==> config.mk <==
export PLATFORM = sky130hd
export DESIGN_NAME = axis_arb_rr
export DESIGN_NICKNAME = d
export VERILOG_FILES = /design/src/rtl/axis_arb_rr.sv
export SDC_FILE = /design/constraint.sdc
export NUM_CORES = 1
export LEC_CHECK = 0
export CELL_PAD_IN_SITES_DETAIL_PLACEMENT = 2
export CELL_PAD_IN_SITES_GLOBAL_PLACEMENT = 2
export CORE_ASPECT_RATIO = 1.25
export CORE_UTILIZATION = 12
export CTS_CLUSTER_DIAMETER = 150
export DETAILED_ROUTE_END_ITERATION = 8
export GPL_ROUTABILITY_DRIVEN = 1
export HOLD_SLACK_MARGIN = 0.03
export PLACE_DENSITY_LB_ADDON = 0.1
export SYNTH_ARGS = -nofsm -noshare
export SYNTH_HDL_FRONTEND = slang
export SYNTH_SLANG_ARGS = --single-unit
==> constraint.sdc <==
create_clock -name clk -period 3.8 [get_ports clk]
set_clock_uncertainty 0.2 [all_clocks]
set_input_delay 1.14 -clock clk [delete_from_list [all_inputs] [get_ports clk]]
set_output_delay 1.14 -clock clk [all_outputs]
set_load 0.03 [all_outputs]
==> src/rtl/axis_arb_rr.sv <==
// rtl/axis_arb_rr.sv - packet-level round-robin arbiter sharing one AXI-stream path
module axis_arb_rr #(
  parameter int NUM_PORTS  = 4,
  parameter int DATA_WIDTH = 32,
  parameter int ID_WIDTH   = 2
) (
  input  logic                            clk,
  input  logic                            rst_n,
  input  logic [NUM_PORTS-1:0]            s_axis_tvalid,
  output logic [NUM_PORTS-1:0]            s_axis_tready,
  input  logic [NUM_PORTS*DATA_WIDTH-1:0] s_axis_tdata,
  input  logic [NUM_PORTS-1:0]            s_axis_tlast,
  output logic                            m_axis_tvalid,
  input  logic                            m_axis_tready,
  output logic [DATA_WIDTH-1:0]           m_axis_tdata,
  output logic                            m_axis_tlast,
  output logic [ID_WIDTH-1:0]             m_axis_tid,
  output logic                            grant_active
);

  typedef enum logic {
    ST_IDLE = 1'b0,
    ST_BUSY = 1'b1
  } state_t;

  state_t               state_q, state_d;
  logic [ID_WIDTH-1:0]  grant_q, grant_d;
  logic [ID_WIDTH-1:0]  ptr_q, ptr_d;
  logic [ID_WIDTH-1:0]  pick;
  logic [NUM_PORTS-1:0] req_rot;
  logic                 last_beat;
  int                   off;
  int                   sum;

  // Round-robin pick: rotate requests so bit 0 is the port just after the last
  // winner, take the lowest set bit, then map the offset back to a port index.
  always_comb begin
    req_rot = NUM_PORTS'({2{s_axis_tvalid}} >> (int'(ptr_q) + 1));
    off     = 0;
    for (int i = NUM_PORTS - 1; i >= 0; i--) begin
      if (req_rot[i]) begin
        off = i;
      end
    end
    sum = int'(ptr_q) + 1 + off;
    if (sum >= NUM_PORTS) begin
      sum = sum - NUM_PORTS;
    end
    pick = ID_WIDTH'(sum);
  end

  // State register: grant and pointer only move at arbitration / packet end.
  always_ff @(posedge clk or negedge rst_n) begin
    if (!rst_n) begin
      state_q <= ST_IDLE;
      grant_q <= '0;
      ptr_q   <= ID_WIDTH'(NUM_PORTS - 1);
    end else begin
      state_q <= state_d;
      grant_q <= grant_d;
      ptr_q   <= ptr_d;
    end
  end

  // Next state: grant on any request in IDLE, release on the tlast handshake.
  always_comb begin
    state_d   = state_q;
    grant_d   = grant_q;
    ptr_d     = ptr_q;
    last_beat = (state_q == ST_BUSY) & s_axis_tvalid[grant_q] &
                m_axis_tready & s_axis_tlast[grant_q];
    case (state_q)
      ST_IDLE: begin
        if (|s_axis_tvalid) begin
          grant_d = pick;
          state_d = ST_BUSY;
        end
      end
      ST_BUSY: begin
        if (last_beat) begin
          ptr_d   = grant_q;
          state_d = ST_IDLE;
        end
      end
      default: state_d = ST_IDLE;
    endcase
  end

  // Outputs: zero-latency mux of the granted port; handshake only while BUSY.
  always_comb begin
    m_axis_tvalid = 1'b0;
    s_axis_tready = '0;
    m_axis_tdata  = s_axis_tdata[int'(grant_q)*DATA_WIDTH +: DATA_WIDTH];
    m_axis_tlast  = s_axis_tlast[grant_q];
    if (state_q == ST_BUSY) begin
      m_axis_tvalid          = s_axis_tvalid[grant_q];
      s_axis_tready[grant_q] = m_axis_tready;
    end
  end

  assign m_axis_tid   = grant_q;
  assign grant_active = (state_q == ST_BUSY);

endmodule

==> impl_results.md, run 1 <==
* Setup crit end kind: output pin
* Period minus WS final at 3.75 ns
* Slew HR at 75.6%
* Distinct cells, synth at 36
* CP Launch Type: input port
* RSZ-0062 raised after global routing: false
* Final WL at 8.39 mm
* Largest area contributor in the netlist: mux4_2
* All-layer global routing usage at 14.3%
* Initial antenna violation count at 0
* Synthesized cell area at 1260 sq um
* Fillers at 1122
* Number of synthesis warnings at 0
* Synth area leaders: mux4_2 53%, mux4_1 8.3%, dfrtp_1 5.9%, dfstp_2 4.2%, nor2_1 1.8%
* Leakage at 1.26 nW
* Sequential share of power at 7.3%
* Core footprint at 10200 sq um
* Comb power frac at 84.4%
* ANT cells at 0
* Final ANT Viol Nets at 0
* Starting Density at 12.4%
* Avg Cell Area, Syn at 13.6 sq um
* Worst hold-check path type: reg -> reg
* Peak supply drop at 0.417 mV
* Root buffer cell: clkbuf_16
* Period utilisation layout at 98.8%
* Fin. max-slew vios at 0
* Fmax at 0.266 GHz
* Post-place setup slack at -0.347 ns
* Site Rows at 41
* Critical Path RT at 2.46 ns
* Arr. time, crit path at 2.41 ns
* GP Congestion at 0.760
* Area share of the largest cell type after synthesis at 53.5%
* Syn nets at 233
* Total number of vias at 1722
* Area delta synth->final at 158%
* Total Power at 2.07 mW
* Nets at 416
* Skew-Pair Late Insertion Delay at 0.22 ns
* Synth Instances at 93
* CTS tree: done
* CTS H-tree lvls at 1
* Fin Setup TNS at 0 ns
* Ports at 180
* DRC Markers at 0
* Die height at 117 um
* Routed len/inst at 20.8 um
* Cell-internal power at 1.05 mW
* Total CTS buffers at 3
* Worst-Margin Slew at 0.366 ns
* DIE AREA at 10900 sq um
* Clk pin slew, worst setup/hold paths at 0.03 ns
* Clk pwr share at 8.3%
* Port bufs at 179
* First-pass GRT wire length at 11.6 mm
* Share of layout cells above drive strength 1 at 24.4%
* Longest Clk Path Bufs at 2
* Vias per cell at 4.26
* Pwr dens at 636 nW/um^2
* Largest net degree at the start of global routing at 39
* CTS sink cnt at 5
* Post-route worst setup slack at 0.0469 ns
* Setup CP Type: in -> out
* Pre-Repair DR Iteration Count at 2
* Hpwl dp at 7.28 mm
* Share of the yosys chip area belonging to registers at 10.1%
* Dpl cells at 400
* Final setup viols at 0
* Count of non-filler cells in the finished layout at 404
* Overflow after GRT at 0
* # hold bufs at CTS at 0
* Max-cap violations at 0
* Chip width at 93.8 um
* Hold Fails Final Rpt at 0
* Net Switching at 1.03 mW
* Vias in the first global route at 1833
* Sw Share at 49.5%
* FF+latch count, synth at 5
* Status: completed
* Initial DRC Count at 57
* CP Max Fanout at 2
## sequential cells by signal, indices dropped and copies added (netlist names)
signal and flops:
ptr_q 2, grant_active 1, m_axis_tid 2
## worst max-delay path, stage by stage
cell	delay, ns
clkdlybuf4s50_1	0.39
mux4_1	0.52
clkdlybuf4s15_1	0.37
## final cells by class
type                            count  area [sq um]  share of cell area [%]
Tap cell                          129           161                    4.96
Clock buffer                        4          78.8                    2.42
Sequential cell                     5           129                    3.96
Inverter                            3          11.3                   0.346
Multi-Input combinational cell     76          1070                    32.9
Timing Repair Buffer              187          1800                    55.4
## routing by layer
| layer | track usage (%) | wire length [um] | vias up |
|---|---|---|---|
| li1 | - | - | 785 |
| met1 | 17.1 | 3300 | 838 |
| met2 | 25.4 | 4070 | 97 |
| met3 | 5.21 | 1020 | 2 |
| met4 | 1.54 | 8 | 0 |
| met5 | 0 | 0 | - |
## cell usage in the layout (no fill, tap or decap), types with 3 or more instances in the layout
| master | n |
|---|---|
| nor2_1 | 6 |
| mux4_1 | 4 |
| mux4_2 | 30 |
| inv_1 | 3 |
| a21oi_1 | 4 |
| dlygate4sd2_1 | 17 |
| buf_4 | 25 |
| nand3_1 | 3 |
| clkdlybuf4s50_1 | 141 |
| clkbuf_16 | 3 |
## through the flow
step	util [%]	area, sq um	hold slack (ns)
2_1_floorplan	-	1260	0.372
3_3_place_gp	31.5	3200	0.393
3_5_place_dp	31.5	3200	0.383
4_1_cts	32.1	3260	0.396
5_1_grt	32.1	3260	0.437
6_report	32.1	3260	0.380
## final timing paths
path	from	slack, ns	cells past startpoint	endpoint
setup / recovery	s_axis_tlast[1]	0.05	3	m_axis_tlast
hold / removal	m_axis_tid[1]	0.38	2	m_axis_tid[1]
setup reg to reg	ptr_q[0]	1.66	8	m_axis_tid[1]
hold reg to reg	m_axis_tid[1]	0.38	2	m_axis_tid[1]
max in group asynchronous	rst_n	2.20	1	ptr_q[0]
min in group asynchronous	rst_n	0.94	1	m_axis_tid[1]
## kinds of logic (layout without fill, tap and decap cells)
group                      after synthesis  count (layout)  share of synthesized area [%]
muxes                                   37              37                           64.6
DFF                                      5               5                           10.1
and+or+nand+nor                         21              21                           9.60
AOI/OAI and AO/OA                       16              16                           9.01
xor gates and xnor gates                 1               1                          0.693
adders and majority gates                1               1                          0.990
buffers and inverters                   12             194                           5.05
## power groups by stage
| stage | combinational (mW) | clock [mW] | sequential (mW) |
|---|---|---|---|
| global placement | 1.87 | 0 | 0.156 |
| CTS | 1.80 | 0.176 | 0.156 |
| floorplan | 1.12 | 0 | 0.151 |
| global route | 1.87 | 0.179 | 0.160 |
| detailed placement | 1.87 | 0 | 0.156 |
| finish | 1.75 | 0.172 | 0.151 |
## synth_stat cells
cell and instances:
nand4_2 1, a211o_1 1, mux4_2 30, a211oi_1 1, a2111o_1 1, nor2_1 6, mux4_1 4, and2_1 1
nand3_1 3, a31oi_1 1, buf_4 2, buf_1 1, xor2_1 1, nand2b_1 1, dfstp_2 2, o2111ai_1 1
o31ai_1 1, dfrtp_1 3, nor3_1 2, inv_1 3, a21oi_1 4, nand3b_1 2, o21ai_0 1, o22ai_1 1
and3b_1 1, mux2i_1 2, clkbuf_1 2, mux2_4 1, buf_6 1, or3b_1 1, nand2_1 2, o221ai_1 2
ha_1 1, a21o_1 2, or3b_2 1, buf_2 3
## repair_timing
| item | in CTS | in global routing |
|---|---|---|
| gates cloned | 0 | 0 |
| buffers inserted | 0 | 0 |
| setup endpoints to repair | 19 | 2 |
| gates resized for setup | 21 | 3 |
Power figures use the tool's default switching activity.
==> run 2: changes to the inputs <==
--- a/config.mk
+++ b/config.mk
@@ -8,6 +8,7 @@
 export CELL_PAD_IN_SITES_DETAIL_PLACEMENT = 2
 export CELL_PAD_IN_SITES_GLOBAL_PLACEMENT = 2
 export CORE_ASPECT_RATIO = 1.25
+export CORE_MARGIN = 2
 export CORE_UTILIZATION = 12
 export CTS_CLUSTER_DIAMETER = 150
 export DETAILED_ROUTE_END_ITERATION = 8
==> run 2 against run 1 <==
Net effect: via count increased by 1.2%; worst setup slack improved by 0.015 ns; routed wire length increased by 3.7%; critical path depth unchanged; register-to-register slack got worse by 0.02 ns; combinational power about the same; final cell count increased by 0.99%; utilization increased by 0.17 points; global-route usage increased by 0.44 points; cell area increased by 0.54%; critical path type unchanged; critical endpoint is now m_axis_tdata[2]; highest routed layer unchanged.
==> impl_results.md, run 2 (synthesis gave the netlist of run 1 again) <==
* Root buffer cell: clkbuf_16
* CTS tree: done
* Share of layout cells above drive strength 1 at 25.1%
* CP Launch Type: input port
* Leakage at 1.28 nW
* Setup CP Type: in -> out
* Worst-Margin Slew at 0.415 ns
* Grt met2 use at 26.6%
* Nets at 420
* DRC Markers at 0
* Leading cell type in the layout, fill and taps excluded: clkdlybuf4s50_1
* Fin. max-slew vios at 0
* Chip width at 95.8 um
* CP peak stage delay at 0.48 ns
* Area delta synth->final at 159%
* Dpl cell area at 3230 sq um
* Post-layout instance area at 3270 sq um
* RSZ-0062 raised after global routing: false
* Critical Path, Cell by Cell: clkdlybuf4s50_1 -> mux4_1 -> dlygate4sd2_1
* GP Congestion at 0.755
* Post-CTS setup repair buffer count at 0
* CTS sink cnt at 5
* Slowest CP cell: mux4_1
* Vias in the first global route at 1936
* Site Rows at 41
* Vias per cell at 4.27
* Ports at 180
* CTS H-tree lvls at 1
* Final setup viols at 0
* Final WL at 8.71 mm
* Period utilisation layout at 98.4%
* Largest net degree at the start of global routing at 24
* DIE AREA at 11400 sq um
* Most frequent cells in the layout: 140 x clkdlybuf4s50_1, 30 x mux4_2, 28 x buf_4, 19 x dlygate4sd2_1, 6 x nor2_1
* Clk pin slew, worst setup/hold paths at 0.03 ns
* CP Max Fanout at 1
* Setup crit end kind: output pin
* Worst hold-check path type: reg -> reg
* ANT cells at 0
* Pre-Repair DR Iteration Count at 4
* Arr. time, crit path at 2.40 ns
* Overflow after GRT at 0
* Period minus WS final at 3.74 ns
* Fmax at 0.268 GHz
* Met1 GRT Util at 16.9%
* Peak supply drop at 0.363 mV
* Initial antenna violation count at 1
* Pwr dens at 636 nW/um^2
* Busiest grt layer: met2
* Critical Path RT at 2.46 ns
* Starting Density at 12.4%
* Max-cap violations at 0
* Initial DRC Count at 27
* Top delay family on crit path: buffers and inverters
* Slew HR at 72.3%
* Final ANT Viol Nets at 0
* Buffers plus inverters on the worst setup path at 2
* Hpwl dp at 7.68 mm
* All-layer global routing usage at 14.8%
* Longest Clk Path Bufs at 2
* Core footprint at 10200 sq um
* Total CTS buffers at 3
* Hold Fails Final Rpt at 0
* Total number of vias at 1743
* Die height at 119 um
* Hold WS at 0.447 ns
* First-pass GRT wire length at 12.6 mm
* Routed len/inst at 21.3 um
* Skew-Pair Late Insertion Delay at 0.22 ns
* Met3 usage at 5.99%
* Status: completed
* Port bufs at 179
==> run 2: final timing paths <==
kind | cells after the start | endpoint | slack, ns | start
max | 3 | m_axis_tdata[2] | 0.06 | s_axis_tdata[34]
min | 2 | m_axis_tid[1] | 0.45 | m_axis_tid[1]
max reg2reg | 7 | m_axis_tid[1] | 1.64 | ptr_q[0]
min reg2reg | 2 | m_axis_tid[1] | 0.45 | m_axis_tid[1]
max in group asynchronous | 1 | ptr_q[1] | 2.20 | rst_n
min in group asynchronous | 1 | grant_active | 0.94 | rst_n
==> run 2: report_power, final <==
| group | total [mW] | internal [mW] | leakage (nW) | switching, mW |
|---|---|---|---|---|
| logic | 1.74 | 0.823 | 1.19 | 0.918 |
| clock network | 0.171 | 0.139 | 0.0382 | 0.0326 |
| registers | 0.171 | 0.0889 | 0.0537 | 0.0824 |
| total | 2.08 | 1.05 | 1.28 | 1.03 |
==> run 2: layout make-up <==
type	count	area, sq um
fill	1116	6880
timing repair buffer	191	1820
multi-input combinational	76	1070
tap	129	161
sequential	5	129
clock buffer	4	78.8
inverter	3	11.3
==> run 2: worst min-delay path, stage by stage, from the launching register on <==
cell     delay [ns]
dfrtp_1        0.46
nand2_1        0.08
nand3_1        0.07
==> run 2: through the flow <==
step           std cells  total power [mW]  utilization [%]  setup TNS, ns  setup WS [ns]
2_1_floorplan         93              1.27                -              0          0.380
3_3_place_gp         404              2.05             31.8          -3.39         -0.381
3_5_place_dp         404              2.05             31.8          -3.62         -0.383
4_1_cts              408              2.14             32.3        -0.0725        -0.0725
5_1_grt              408              2.22             32.2              0         0.0328
6_report             408              2.08             32.2              0         0.0618
==> run 2: routing by layer <==
| layer | part of all wire [%] | up-vias |
|---|---|---|
| li1 | - | 795 |
| met1 | 37 | 841 |
| met2 | 50 | 105 |
| met3 | 13 | 2 |
| met4 | 0.11 | 0 |
| met5 | 0 | - |
==> run 2: timing repair <==
item,4_1_cts,5_1_grt
resized for setup,23,5
hold buffers,0,0
endpoints found under the setup margin,21,2
gates cloned,0,0
==> run 3: changes to the inputs <==
--- a/config.mk
+++ b/config.mk
@@ -5,6 +5,7 @@
 export SDC_FILE = /design/constraint.sdc
 export NUM_CORES = 1
 export LEC_CHECK = 0
+export CAP_MARGIN = 25
 export CELL_PAD_IN_SITES_DETAIL_PLACEMENT = 2
 export CELL_PAD_IN_SITES_GLOBAL_PLACEMENT = 2
 export CORE_ASPECT_RATIO = 1.25
==> results of run 3 <==
Final layout, timing and power as in run 2 (identical DEF).
